$ cat src/rtl/aclk_pkg.sv
// Shared definitions for the alarm-clock time-entry block.
//   - key codes delivered by the keypad scanner
//   - entry FSM state encoding
//   - entry timeout length and digit buffer depth
//   - packed BCD time buffer type
package aclk_pkg;

    localparam logic [3:0] KEY_SET      = 4'hA;
    localparam logic [3:0] KEY_CLEAR    = 4'hB;
    localparam logic [3:0] TIMEOUT_SECS = 4'd10;
    localparam logic [2:0] MAX_DIGITS   = 3'd4;

    typedef enum logic [1:0] {
        ST_IDLE  = 2'd0,
        ST_ENTRY = 2'd1,
        ST_LOAD  = 2'd2
    } state_e;

    typedef struct packed {
        logic [3:0] ms_hr;
        logic [3:0] ls_hr;
        logic [3:0] ms_min;
        logic [3:0] ls_min;
    } time_buf_t;

    function automatic logic is_digit(input logic [3:0] k);
        return (k <= 4'd9);
    endfunction

endpackage

$ cat src/rtl/aclk_time_validate.sv
// Combinational check that four BCD digits form a legal 24-hour time.
// Ports:
//   ms_hr, ls_hr, ms_min, ls_min : BCD digits of HH:MM
//   valid                        : 1 when 00:00 <= HH:MM <= 23:59
module aclk_time_validate
    import aclk_pkg::*;
(
    input  logic [3:0] ms_hr,
    input  logic [3:0] ls_hr,
    input  logic [3:0] ms_min,
    input  logic [3:0] ls_min,
    output logic       valid
);

    always_comb begin
        valid = (ms_hr <= 4'd2)
             && (ls_hr <= 4'd9)
             && ((ms_hr != 4'd2) || (ls_hr <= 4'd3))
             && (ms_min <= 4'd5)
             && (ls_min <= 4'd9);
    end

endmodule

$ cat src/rtl/aclk_time_entry.sv
// Keypad time-entry controller for the alarm clock.
// Collects up to four BCD digits (shifting left as they arrive), validates
// them on SET and issues a one-cycle load strobe to the time counter.
// An entry left idle for TIMEOUT_SECS seconds is aborted with an error pulse.
// Ports:
//   clk, reset            : clock, asynchronous active-high reset
//   key_valid, key        : keypad strobe and code (0-9, A=SET, B=CLEAR)
//   one_second            : 1 Hz tick for the entry timeout
//   new_current_time_*    : BCD digit buffer, feeds the time-counter load
//   load_new_c            : one-cycle load strobe
//   entry_active          : high while an entry is in progress
//   entry_error           : one-cycle pulse on rejected SET or timeout
//   digit_count           : digits entered, saturating at 4
// All outputs come straight from flops.
module aclk_time_entry
    import aclk_pkg::*;
(
    input  logic       clk,
    input  logic       reset,
    input  logic       key_valid,
    input  logic [3:0] key,
    input  logic       one_second,
    output logic [3:0] new_current_time_ms_hr,
    output logic [3:0] new_current_time_ls_hr,
    output logic [3:0] new_current_time_ms_min,
    output logic [3:0] new_current_time_ls_min,
    output logic       load_new_c,
    output logic       entry_active,
    output logic       entry_error,
    output logic [2:0] digit_count
);

    state_e    state_q, state_d;
    time_buf_t buf_q, buf_d;
    logic [2:0] count_q, count_d;
    logic [3:0] timeout_q, timeout_d;
    logic       load_q, load_d;
    logic       error_q, error_d;
    logic       active_q, active_d;
    logic       time_ok;
    logic       key_accepted;

    aclk_time_validate u_validate (
        .ms_hr  (buf_q.ms_hr),
        .ls_hr  (buf_q.ls_hr),
        .ms_min (buf_q.ms_min),
        .ls_min (buf_q.ls_min),
        .valid  (time_ok)
    );

    always_comb begin
        key_accepted = key_valid
                    && (is_digit(key) || (key == KEY_SET) || (key == KEY_CLEAR));
    end

    always_comb begin
        state_d   = state_q;
        buf_d     = buf_q;
        count_d   = count_q;
        timeout_d = timeout_q;
        load_d    = 1'b0;
        error_d   = 1'b0;

        case (state_q)
            ST_IDLE: begin
                if (key_valid) begin
                    if (is_digit(key)) begin
                        buf_d     = '{ms_hr: 4'd0, ls_hr: 4'd0, ms_min: 4'd0, ls_min: key};
                        count_d   = 3'd1;
                        timeout_d = '0;
                        state_d   = ST_ENTRY;
                    end else if (key == KEY_SET) begin
                        error_d = 1'b1;
                    end else if (key == KEY_CLEAR) begin
                        buf_d   = '0;
                        count_d = '0;
                    end
                end
            end

            ST_ENTRY: begin
                // An accepted key always wins over a coincident tick.
                if (key_accepted) begin
                    timeout_d = '0;
                    if (is_digit(key)) begin
                        buf_d = '{ms_hr: buf_q.ls_hr, ls_hr: buf_q.ms_min,
                                  ms_min: buf_q.ls_min, ls_min: key};
                        if (count_q < MAX_DIGITS) begin
                            count_d = count_q + 3'd1;
                        end
                    end else if ((key == KEY_SET) && (count_q == MAX_DIGITS) && time_ok) begin
                        load_d  = 1'b1;
                        state_d = ST_LOAD;
                    end else begin
                        // Rejected SET reports an error; CLEAR aborts silently.
                        error_d = (key == KEY_SET);
                        buf_d   = '0;
                        count_d = '0;
                        state_d = ST_IDLE;
                    end
                end else if (one_second) begin
                    // The tenth tick aborts directly so the counter never
                    // has to hold the terminal value.
                    if (timeout_q == TIMEOUT_SECS - 4'd1) begin
                        error_d   = 1'b1;
                        buf_d     = '0;
                        count_d   = '0;
                        timeout_d = '0;
                        state_d   = ST_IDLE;
                    end else begin
                        timeout_d = timeout_q + 4'd1;
                    end
                end
            end

            ST_LOAD: begin
                state_d = ST_IDLE;
            end

            default: begin
                state_d = ST_IDLE;
            end
        endcase

        active_d = (state_d == ST_ENTRY);
    end

    always_ff @(posedge clk or posedge reset) begin
        if (reset) begin
            state_q   <= ST_IDLE;
            buf_q     <= '0;
            count_q   <= '0;
            timeout_q <= '0;
            load_q    <= 1'b0;
            error_q   <= 1'b0;
            active_q  <= 1'b0;
        end else begin
            state_q   <= state_d;
            buf_q     <= buf_d;
            count_q   <= count_d;
            timeout_q <= timeout_d;
            load_q    <= load_d;
            error_q   <= error_d;
            active_q  <= active_d;
        end
    end

    assign new_current_time_ms_hr  = buf_q.ms_hr;
    assign new_current_time_ls_hr  = buf_q.ls_hr;
    assign new_current_time_ms_min = buf_q.ms_min;
    assign new_current_time_ls_min = buf_q.ls_min;
    assign load_new_c              = load_q;
    assign entry_error             = error_q;
    assign entry_active            = active_q;
    assign digit_count             = count_q;

endmodule

$ cat config.mk
export PLATFORM = sky130hd
export DESIGN_NAME = aclk_time_entry
export DESIGN_NICKNAME = d
export VERILOG_FILES = /design/src/rtl/aclk_pkg.sv /design/src/rtl/aclk_time_validate.sv /design/src/rtl/aclk_time_entry.sv
export SDC_FILE = /design/constraint.sdc
export NUM_CORES = 1
export LEC_CHECK = 0
export ABC_CLOCK_PERIOD_IN_PS = 2000
export CAP_MARGIN = 20
export CELL_PAD_IN_SITES_DETAIL_PLACEMENT = 1
export CELL_PAD_IN_SITES_GLOBAL_PLACEMENT = 1
export CORE_UTILIZATION = 38
export DETAILED_ROUTE_END_ITERATION = 8
export PLACE_DENSITY_LB_ADDON = 0.08
export SLEW_MARGIN = 20
export SYNTH_ARGS = -nofsm -noshare
export SYNTH_HDL_FRONTEND = slang
export SYNTH_SLANG_ARGS = --single-unit
$ cat constraint.sdc
create_clock -name clk -period 2 [get_ports clk]
set_input_delay 0.4 -clock clk [delete_from_list [all_inputs] [get_ports clk]]
set_output_delay 0.4 -clock clk [all_outputs]
set_load 0.02 [all_outputs]
After elaboration in Yosys (flattened, before gate mapping)
Index checks and enable logic that the tools add are counted.
- register bits after elaboration: 28
- output and inout port bits: 22
- word-level logic and storage cells: 97
- bits of input ports: 8
- reduce and logical (&&, ||, !) cells: 15
- multiplexer cells: 48
- $add $sub $neg: 2
- order comparisons: 7
- equality and inequality tests: 15
- operator list (cell ; number):
    $mux 16 ; 9
    $pmux 16 s2 ; 1
    $mux 3 ; 10
    $mux 4 ; 5
    $mux 2 ; 7
    $eq 4x4->1 const B ; 3
    $le 4x4->1 const B ; 3
    $mux 1 ; 12
    $ne 3x3->1 const B ; 4
    $le 4x2->1 const B ; 2
    $ne 4x4->1 const B ; 2
    $pmux 4 s2 ; 1
    $reduce_and 8->1 ; 1
    $logic_and 1x1->1 ; 7
    $reduce_and 7->1 ; 1
    $pmux 3 s2 ; 1
    $add 4x1->4 const B ; 1
    $eq 2x1->1 const B ; 2
    $le 4x3->1 const B ; 1
    $ne 2x2->1 const B ; 2
    $ne 4x2->1 const B ; 1
    $pmux 2 s2 ; 1
    $reduce_and 4->1 ; 1
    $add 3x1->3 const B ; 1
    other kinds (6) ; 8

Logic depth before layout (Yosys ltp)
Gate-level depths: netlist (run 1).
- depth after elaboration: 11
- depth in mapped cells: 9
- depth with buffers taken out: 7

Modules after synthesis
From an unflattened synthesis (run 1), not the netlist that was laid out.
- cell total of the unflattened synthesis: 125
- area, all modules: 1376.3 µm²
- by module, submodules not included (module ; instances ; cells an instance ; area an instance (µm²)):
    aclk_time_entry ; 1 ; 119 ; 1333.8
    aclk_time_validate ; 1 ; 6 ; 42.5

Worst setup path after synthesis (run 1)
Ideal clock, no wire load.
- path kind: flip-flop to flip-flop
- start: reg count_q[0], in the netlist digit_count[0]
- end: reg buf_q (netlist bit new_current_time_ms_hr[2])
- path buffers: 2
- stages on the path, launching flop included: 10
- setup slack: 0.097 ns
- required time: 1.879 ns
- data arrival time: 1.782 ns
- setup time: 0.121 ns
- cell sequence: dfrtp_1 -> inv_1 -> ha_1 -> and3b_1 -> nand4_1 -> nor3_4 -> or2_1 -> buf_6 -> buf_6 -> a22o_1
- longest elaborated chain between the ends: 5
- ends and longest elaborated chain (item ; RTL line ; text):
    start, declared ; aclk_time_entry.sv:35 ; logic [2:0] count_q, count_d;
    start signal, assigned ; aclk_time_entry.sv:140 ; count_q <= count_d;
    $eq 3x3->1 ; aclk_time_entry.sv:91 ; end else if ((key == KEY_SET) && (count_q == MAX_DIGITS) && time_ok) begin
    $logic_and 1x1->1 (2 in a row) ; aclk_time_entry.sv:91 ;
    $ne 4x4->1 (no source line) ; -- ;
    $reduce_and 7->1 (no source line) ; -- ;
    end signal, assigned ; aclk_time_entry.sv:139 ; buf_q <= buf_d;
    end, declared ; aclk_time_entry.sv:34 ; time_buf_t buf_q, buf_d;
No other way between the ends.
A chain may end at the register's enable or synchronous reset.

Worst setup path in the final report (run 1)
- start: in key_valid
- end: reg buf_q (netlist bit new_current_time_ls_hr[0])
- longest elaborated chain between the ends: 3
- elaborated cells on any way between the ends: 8
- those cells by class: 4 x eq/ne; 2 x mux; 2 x reduce/logical
- ends and longest elaborated chain (item ; RTL line ; text):
    start, declared ; aclk_time_entry.sv:20 ; input logic key_valid,
    $logic_and 1x1->1 ; aclk_time_entry.sv:53 ; && (is_digit(key) || (key == KEY_SET) || (key == KEY_CLEAR));
    $ne 4x4->1 (no source line) (tied with other cells) ; -- ;
    $reduce_and 7->1 (no source line) or $pmux 16 s2 (tied branches) ; -- ;
Parallel ways exist; a longest one is shown, timed or not.

==> results.py, run 1 <==
metrics = {
    "global_route": {
        "overflow": 0,
        "grt_usage": 0.192,
        "grt_max_degree": 29,
        "antenna_found_initial": 0,
        "grt_pass1_vias": 1217,
        "grt_first_pass_wirelength_mm": 5.87,
    },
    "floorplan": {
        "die_area_um2": 3880,
        "die_x_um": 62.3,
        "start_util": 0.405,
        "num_io_pins": 30,
        "core_um2": 3420,
        "fp.dieH_um": 62.3,
        "rows": 21,
    },
    "timing": {
        "finalSetupTns_ns": 0,
        "hold_ws_ns": 0.398,
        "finalCritPeriodShare": 0.929,
        "final.setup.worst_slack_ns": 0.142,
        "skew_ns": 0.0110,
        "setup_violations": 0,
        "hold_viol": 0,
        "worstMarginPinSlew_ns": 0.366,
        "period_minus_slack_ns": 1.86,
        "max_slew_margin": 0.756,
        "rsz0062_at_grt": "no",
        "slew_violations": 0,
        "max_freq_ghz": 0.538,
    },
    "synthesis": {
        "synth_nets": 138,
        "synth_compound_area_frac": 0.229,
        "ys_async_sr_fraction": 1.00,
        "ys.flop_type": "dfrtp_1",
        "synthMuxAreaShare": 0.0290,
        "ys_seq_area_frac": 0.507,
        "yosysWarningCount": 0,
        "synth.distinct_cells": 34,
        "synth_fa_ha_area_frac": 0.0362,
        "synthesis.area_um2": 1380,
        "yosys.area_share.simple": 0.156,
        "synth-edff-count": 0,
        "syn_avg_cell_area_um2": 11.0,
        "synth_cells": 126,
        "synth_xor_area_frac": 0,
        "synth_seq_cells": 28,
        "synth_top_family_by_area": "compound AO/OA/AOI/OAI gates",
    },
    "setup_path": {
        "r2r_slack_ns": 0.15,
        "slowest_stage": "clkdlybuf4s50_1",
        "crit_type": "in -> reg",
        "rr_endpoint": "new_current_time_ls_hr[0]$_DFFE_PP0P_",
        "critPathRequiredTime_ns": 2.25,
        "start_kind": "input port",
        "worst_path_dominant_cell_family": "compound AO/OA/AOI/OAI gates",
        "setup.worst_path.end_class": "flop",
        "arrival_ns": 2.11,
        "reg2reg_depth": 8,
        "worstReg2RegStart": "digit_count[0]$_DFFE_PP0P_",
        "path_buf_inv": 2,
        "crit_fanout": 17,
        "crit_chain": "clkdlybuf4s50_1 > a21bo_4 > a21oi_4 > o211ai_4 > or2_1 > buf_12 > a22o_1",
        "slowest_delay_ns": 0.53,
    },
    "final_layout": {
        "area.growth.synth_to_final_pct": 38.3,
        "layout_common_cells": "29 x clkdlybuf4s50_1, 28 x dfrtp_1, 18 x buf_4, 14 x o21ai_0, 12 x a22o_1",
        "fill_cells": 384,
        "final_layout_size_suffix_gt1_frac": 0.177,
        "diodes": 0,
        "fin_nets": 188,
        "multi_input_area_um2": 622,
        "layout_commonest_cell": "clkdlybuf4s50_1",
        "seq_area_um2": 701,
    },
    "cts": {
        "htreeDepth": 1,
        "cts_buffer_depth": 2,
        "clk_latency_ns": 0.35,
        "cts_made_buffers": 3,
        "cts_resized": 0,
        "cts.reportedPaths.clkPinSlew_ns": 0.17,
        "root_buffer": "clkbuf_4",
        "cts_hold_buf": 0,
        "cts_tree": "yes",
        "cts_setup_buffers": 0,
        "clkSinkCount": 28,
    },
    "power": {
        "p_sw_mw": 0.469,
        "power.share.sequential": 0.458,
        "p_int_mw": 1.04,
        "max-vdd-ir-drop_mv": 0.464,
        "p_per_area_nw_per_um2": 789,
        "p_leak_nw": 0.860,
        "p_clk_frac": 0.259,
        "power.share.switching": 0.311,
        "power_frac_comb": 0.283,
    },
    "placed_design": {
        "gp_congestion": 0.731,
        "dp_slack_ns": -0.233,
        "port_buffers": 29,
        "post-dp-hpwl_mm": 2.68,
    },
    "detailed_routing": {
        "routedWlPerCell_um": 15.8,
        "drt_iter0_drc": 37,
        "dr.pass1.iters": 4,
        "avgViaCountPerCell": 5.36,
        "vias": 1184,
        "ant_nets": 0,
        "totalWireLength_mm": 3.48,
        "drc": 0,
    },
    "min_path": {
        "holdCritPathClass": "in -> async",
    },
    "flow_run": {
        "maxCapViolations": 0,
    },
    "status": {
        "status": "finished, final reports clean",
    },
}
## metal layers
layer / track usage / wire length [um] / share of wire / vias to the layer above
li1: - / - / - / 552
met1: 0.244 / 1610 / 0.46 / 612
met2: 0.346 / 1760 / 0.51 / 18
met3: 0.0239 / 87 / 0.025 / 2
met4: 0.0436 / 23 / 0.0066 / 0
met5: 0 / 0 / 0 / -
## stage by stage
| stage | cells | utilization | total power, mW | area, um^2 |
|---|---|---|---|---|
| 4_1_cts | 221 | 0.560 | 1.52 | 1910 |
| 3_5_place_dp | 217 | 0.544 | 1.13 | 1860 |
| 6_report | 221 | 0.560 | 1.51 | 1910 |
| 5_1_grt | 221 | 0.560 | 1.58 | 1910 |
| 2_1_floorplan | 126 | - | 0.915 | 1380 |
| 3_3_place_gp | 217 | 0.544 | 1.11 | 1860 |
## synth_stat cells (3+ instances only)
library cell | number | area [um^2]
ha_1 | 4 | 50.1
nor2_1 | 6 | 22.5
nand2_1 | 10 | 37.5
o21ai_0 | 14 | 70.1
a22o_1 | 12 | 105
mux2i_1 | 4 | 40.0
nand3_1 | 4 | 20.0
nor2b_1 | 3 | 18.8
inv_1 | 9 | 33.8
dfrtp_1 | 28 | 701
## power groups by stage
stage | Sequential, mW | Clock (mW) | Combinational, mW
2_1_floorplan | 0.744 | 0 | 0.171
3_3_place_gp | 0.694 | 0 | 0.416
3_5_place_dp | 0.701 | 0 | 0.430
4_1_cts | 0.691 | 0.395 | 0.431
5_1_grt | 0.703 | 0.410 | 0.464
6_report | 0.691 | 0.391 | 0.426
## area by class of cell
cell class,instances,area share
flip-flops and latches,28,0.366
multi-input cells,86,0.325
repair buffers,48,0.233
well taps,46,0.0301
inverters,9,0.0177
clock inverters,1,0.0157
clock buffers,3,0.0118
## worst max path at each step
| stage | startpoint | end | slack (ns) | cells after the start |
|---|---|---|---|---|
| floorplan | digit_count[0]$_DFFE_PP0P_ | new_current_time_ms_hr[2]$_DFFE_PP0P_ | 0.1 | 9 |
| global placement | key_valid | new_current_time_ls_hr[0]$_DFFE_PP0P_ | -0.18 | 7 |
| detailed placement | key_valid | new_current_time_ms_hr[1]$_DFFE_PP0P_ | -0.23 | 7 |
| CTS | key_valid | new_current_time_ms_hr[1]$_DFFE_PP0P_ | 0.15 | 7 |
| global route | digit_count[0]$_DFFE_PP0P_ | digit_count[1]$_DFFE_PP0P_ | 0.04 | 9 |
| finish | key_valid | new_current_time_ls_hr[0]$_DFFE_PP0P_ | 0.14 | 7 |
## worst min-delay path, stage by stage
cell             delay (ns)
clkdlybuf4s50_1        0.40
inv_1                  0.05
buf_4                  0.33
## sequential cells by signal (all words and copies together), names as in the netlist
register / flops
timeout_q: 4
entry_error: 1
new_current_time_ls_min: 4
digit_count: 3
new_current_time_ls_hr: 4
state_q: 2
new_current_time_ms_min: 4
new_current_time_ms_hr: 4
entry_active: 1
load_new_c: 1
## logic make-up (layout without fill, tap and decap cells)
kind of cell | count (synthesis) | in the layout
compound gates | 41 | 41
fa+ha+maj | 4 | 4
buf+inv | 12 | 61
flops | 28 | 28
mux | 4 | 4
simple gates | 37 | 37
Power figures use the tool's default switching activity.
==> inputs of run 2 (changes only) <==
CAP_MARGIN = 15   (was 20)
==> results of run 2 <==
No change in the layout: final DEF, timing and power equal those of run 1.
==> inputs of run 3 (changes only) <==
SYNTH_HIERARCHICAL = 1   (was not set)
==> results.py, run 3 <==
metrics = {
    "status": {
        "status": "complete, but fails checks",
        "violations": "setup timing",
    },
    "global_route": {
        "grt_usage": 0.201,
        "overflow": 0,
        "grt_pass1_vias": 1288,
        "grt_first_pass_wirelength_mm": 6.11,
        "antenna_found_initial": 0,
        "grt_max_degree": 29,
    },
    "floorplan": {
        "core_um2": 3420,
        "die_x_um": 62.2,
        "start_util": 0.403,
        "rows": 21,
        "fp.dieH_um": 62.2,
        "die_area_um2": 3870,
        "num_io_pins": 30,
    },
    "power": {
        "max-vdd-ir-drop_mv": 0.348,
        "p_per_area_nw_per_um2": 746,
        "p_clk_frac": 0.146,
        "p_sw_mw": 0.505,
        "p_int_mw": 1.01,
        "power.share.switching": 0.333,
        "p_leak_nw": 0.979,
        "power_frac_comb": 0.390,
        "power.share.sequential": 0.464,
    },
    "synthesis": {
        "synth_nets": 137,
        "ys.flop_type": "dfrtp_1",
        "synth_most_common_cell": "dfrtp_1",
        "synthesis.area_um2": 1380,
        "synth-edff-count": 0,
        "synth.distinct_cells": 34,
        "synthTopCellsByArea": "dfrtp_1 51%, a22o_1 7.6%, ha_1 3.6%",
        "ys_seq_area_frac": 0.509,
        "synth_top_cell_area_share": 0.509,
        "syn_avg_cell_area_um2": 11.0,
        "yosysWarningCount": 6,
        "synth_commonest_cells": "28 x dfrtp_1, 13 x nand2_1, 12 x a22o_1",
        "synth_cells": 125,
        "synth_top_cell_by_area": "dfrtp_1",
        "ys_async_sr_fraction": 1.00,
        "synth_seq_cells": 28,
    },
    "final_layout": {
        "final_layout_size_suffix_gt1_frac": 0.302,
        "area.growth.synth_to_final_pct": 47.6,
        "layout_common_cells": "37 x buf_4, 29 x clkdlybuf4s50_1, 26 x dfrtp_1, 12 x nand2_1, 12 x a22o_1",
        "fin_util": 0.595,
        "fill_cells": 393,
        "diodes": 0,
        "layout_commonest_cell": "buf_4",
        "fin_nets": 206,
        "stdcell_count": 238,
    },
    "setup_path": {
        "setup.worst_path.end_class": "flop",
        "worstReg2RegStart": "new_current_time_ls_hr[3]$_DFFE_PP0P_",
        "critPathLaunch": "new_current_time_ls_hr[3]$_DFFE_PP0P_",
        "crit_fanout": 6,
        "r2r_slack_ns": -0.19,
        "start_kind": "flop",
        "arrival_ns": 2.41,
        "rr_endpoint": "new_current_time_ls_min[2]$_DFFE_PP0P_",
        "critPathRequiredTime_ns": 2.22,
        "reg2reg_depth": 10,
        "crit_type": "reg -> reg",
    },
    "cts": {
        "cts_buffer_depth": 2,
        "cts_hold_buf": 0,
        "clkSinkCount": 28,
        "cts_tree": "yes",
        "cts_made_buffers": 3,
        "clk_latency_ns": 0.32,
        "htreeDepth": 1,
        "cts.reportedPaths.clkPinSlew_ns": 0.15,
        "root_buffer": "clkbuf_4",
    },
    "detailed_routing": {
        "ant_nets": 0,
        "routed-wl-met3_um": 103,
        "totalWireLength_mm": 3.63,
        "drt_iter0_drc": 46,
        "highest_layer": "met4",
        "avgViaCountPerCell": 5.03,
        "met2_length_mm": 1.93,
        "drc": 0,
        "vias": 1197,
        "drt-met1-wl_mm": 1.52,
        "dr.pass1.iters": 4,
        "routedWlPerCell_um": 15.2,
    },
    "flow_run": {
        "maxCapViolations": 0,
    },
    "timing": {
        "finalCritPeriodShare": 1.10,
        "slew_violations": 0,
        "period_minus_slack_ns": 2.19,
        "max_freq_ghz": 0.456,
        "skew_ns": 0.0135,
        "final.setup.worst_slack_ns": -0.192,
        "rsz0062_at_grt": "yes",
        "max_slew_margin": 0.761,
        "setup_violations": 19,
        "hold_viol": 0,
        "finalSetupTns_ns": -2.45,
        "worstMarginPinSlew_ns": 0.358,
    },
    "placed_design": {
        "gp_congestion": 0.831,
        "dpl.cell_count": 233,
        "post-dp-hpwl_mm": 2.93,
        "port_buffers": 29,
    },
    "min_path": {
        "holdCritPathClass": "in -> async",
    },
}
[run 3: cell count changes in the layout (fill, tap and decap cells not counted), sizes merged, moves of 2 or more]
cell / change
mux2i: -2
a22oi: +3
o31ai: -2
buf: +20
nand2: +3
a221o: +2
or3: +2
a21oi: +2
o21a: -2
and4bb: -2
o21ai: -8
[run 3: cells by family after synthesis]
group	count (synthesis)	synth area share
flip-flops	28	0.509
multiplexers	2	0.0145
AO/OA/AOI/OAI	37	0.221
buffers and inverters	14	0.0545
adder cells (fa/ha/maj)	4	0.0364
AND/OR/NAND/NOR	39	0.158
XOR/XNOR	1	0.00636
[run 3: layer usage]
layer | global-route usage | vias to the layer above
met3 | 0.0294 | 6
met2 | 0.372 | 23
met1 | 0.237 | 578
met5 | 0 | -
met4 | 0.0640 | 0
li1 | - | 590
[run 3: worst max-delay path by stage]
| stage | endpoint | slack, ns | cells past startpoint |
|---|---|---|---|
| 6_report | new_current_time_ls_min[2]$_DFFE_PP0P_ | -0.19 | 10 |
| 5_1_grt | new_current_time_ls_min[2]$_DFFE_PP0P_ | -0.31 | 10 |
| 4_1_cts | digit_count[0]$_DFFE_PP0P_ | -0.18 | 8 |
| 3_5_place_dp | new_current_time_ms_hr[0]$_DFFE_PP0P_ | -0.21 | 6 |
| 3_3_place_gp | digit_count[0]$_DFFE_PP0P_ | -0.17 | 6 |
| 2_1_floorplan | new_current_time_ls_min[2]$_DFFE_PP0P_ | -0.02 | 9 |
[run 3: repair_timing]
item | in CTS | in global routing
setup endpoints to repair | 19 | 19
hold endpoints to repair | 0 | 0
setup buffers | 0 | 2
cloned | 0 | 0
gates resized for setup | 3 | 3
pin swaps | 1 | 1
[run 3: power groups by stage]
| stage | sequential [mW] | combinational (mW) | clock, mW |
|---|---|---|---|
| global placement | 0.704 | 0.558 | 0 |
| detailed placement | 0.711 | 0.577 | 0 |
| CTS | 0.703 | 0.583 | 0.232 |
| floorplan | 0.782 | 0.206 | 0 |
| finish | 0.703 | 0.592 | 0.221 |
| global route | 0.714 | 0.648 | 0.251 |
[run 3: per-stage QoR]
| step | worst slack [ns] | total power [mW] | hold slack (ns) | instance area (um^2) |
|---|---|---|---|---|
| after detailed placement | -0.209 | 1.29 | 0.510 | 1970 |
| after global placement | -0.169 | 1.26 | 0.492 | 1970 |
| final | -0.192 | 1.52 | 0.432 | 2030 |
| after CTS | -0.180 | 1.52 | 0.439 | 2000 |
| after global routing | -0.313 | 1.61 | 0.456 | 2030 |
| after floorplan | -0.0227 | 0.988 | 0.465 | 1380 |
[run 3: worst max-delay path: stages (launching register included)]
cell and delay, ns:
dfrtp_2 0.46, nor3_2 0.18, o211ai_1 0.13, nor4_2 0.18, nand3_1 0.14, or4b_4 0.52, o2111ai_4 0.12, buf_4 0.18
buf_6 0.09, nand2_2 0.04, o41ai_2 0.04
[run 3: final cells by class]
cell class	count	area (um^2)	share of cell area
well taps	46	57.6	0.0283
repair buffers	68	591	0.291
clock buffers	3	22.5	0.0111
inverters	10	37.5	0.0185
multi-input cells	83	621	0.305
flip-flops and latches	28	703	0.346
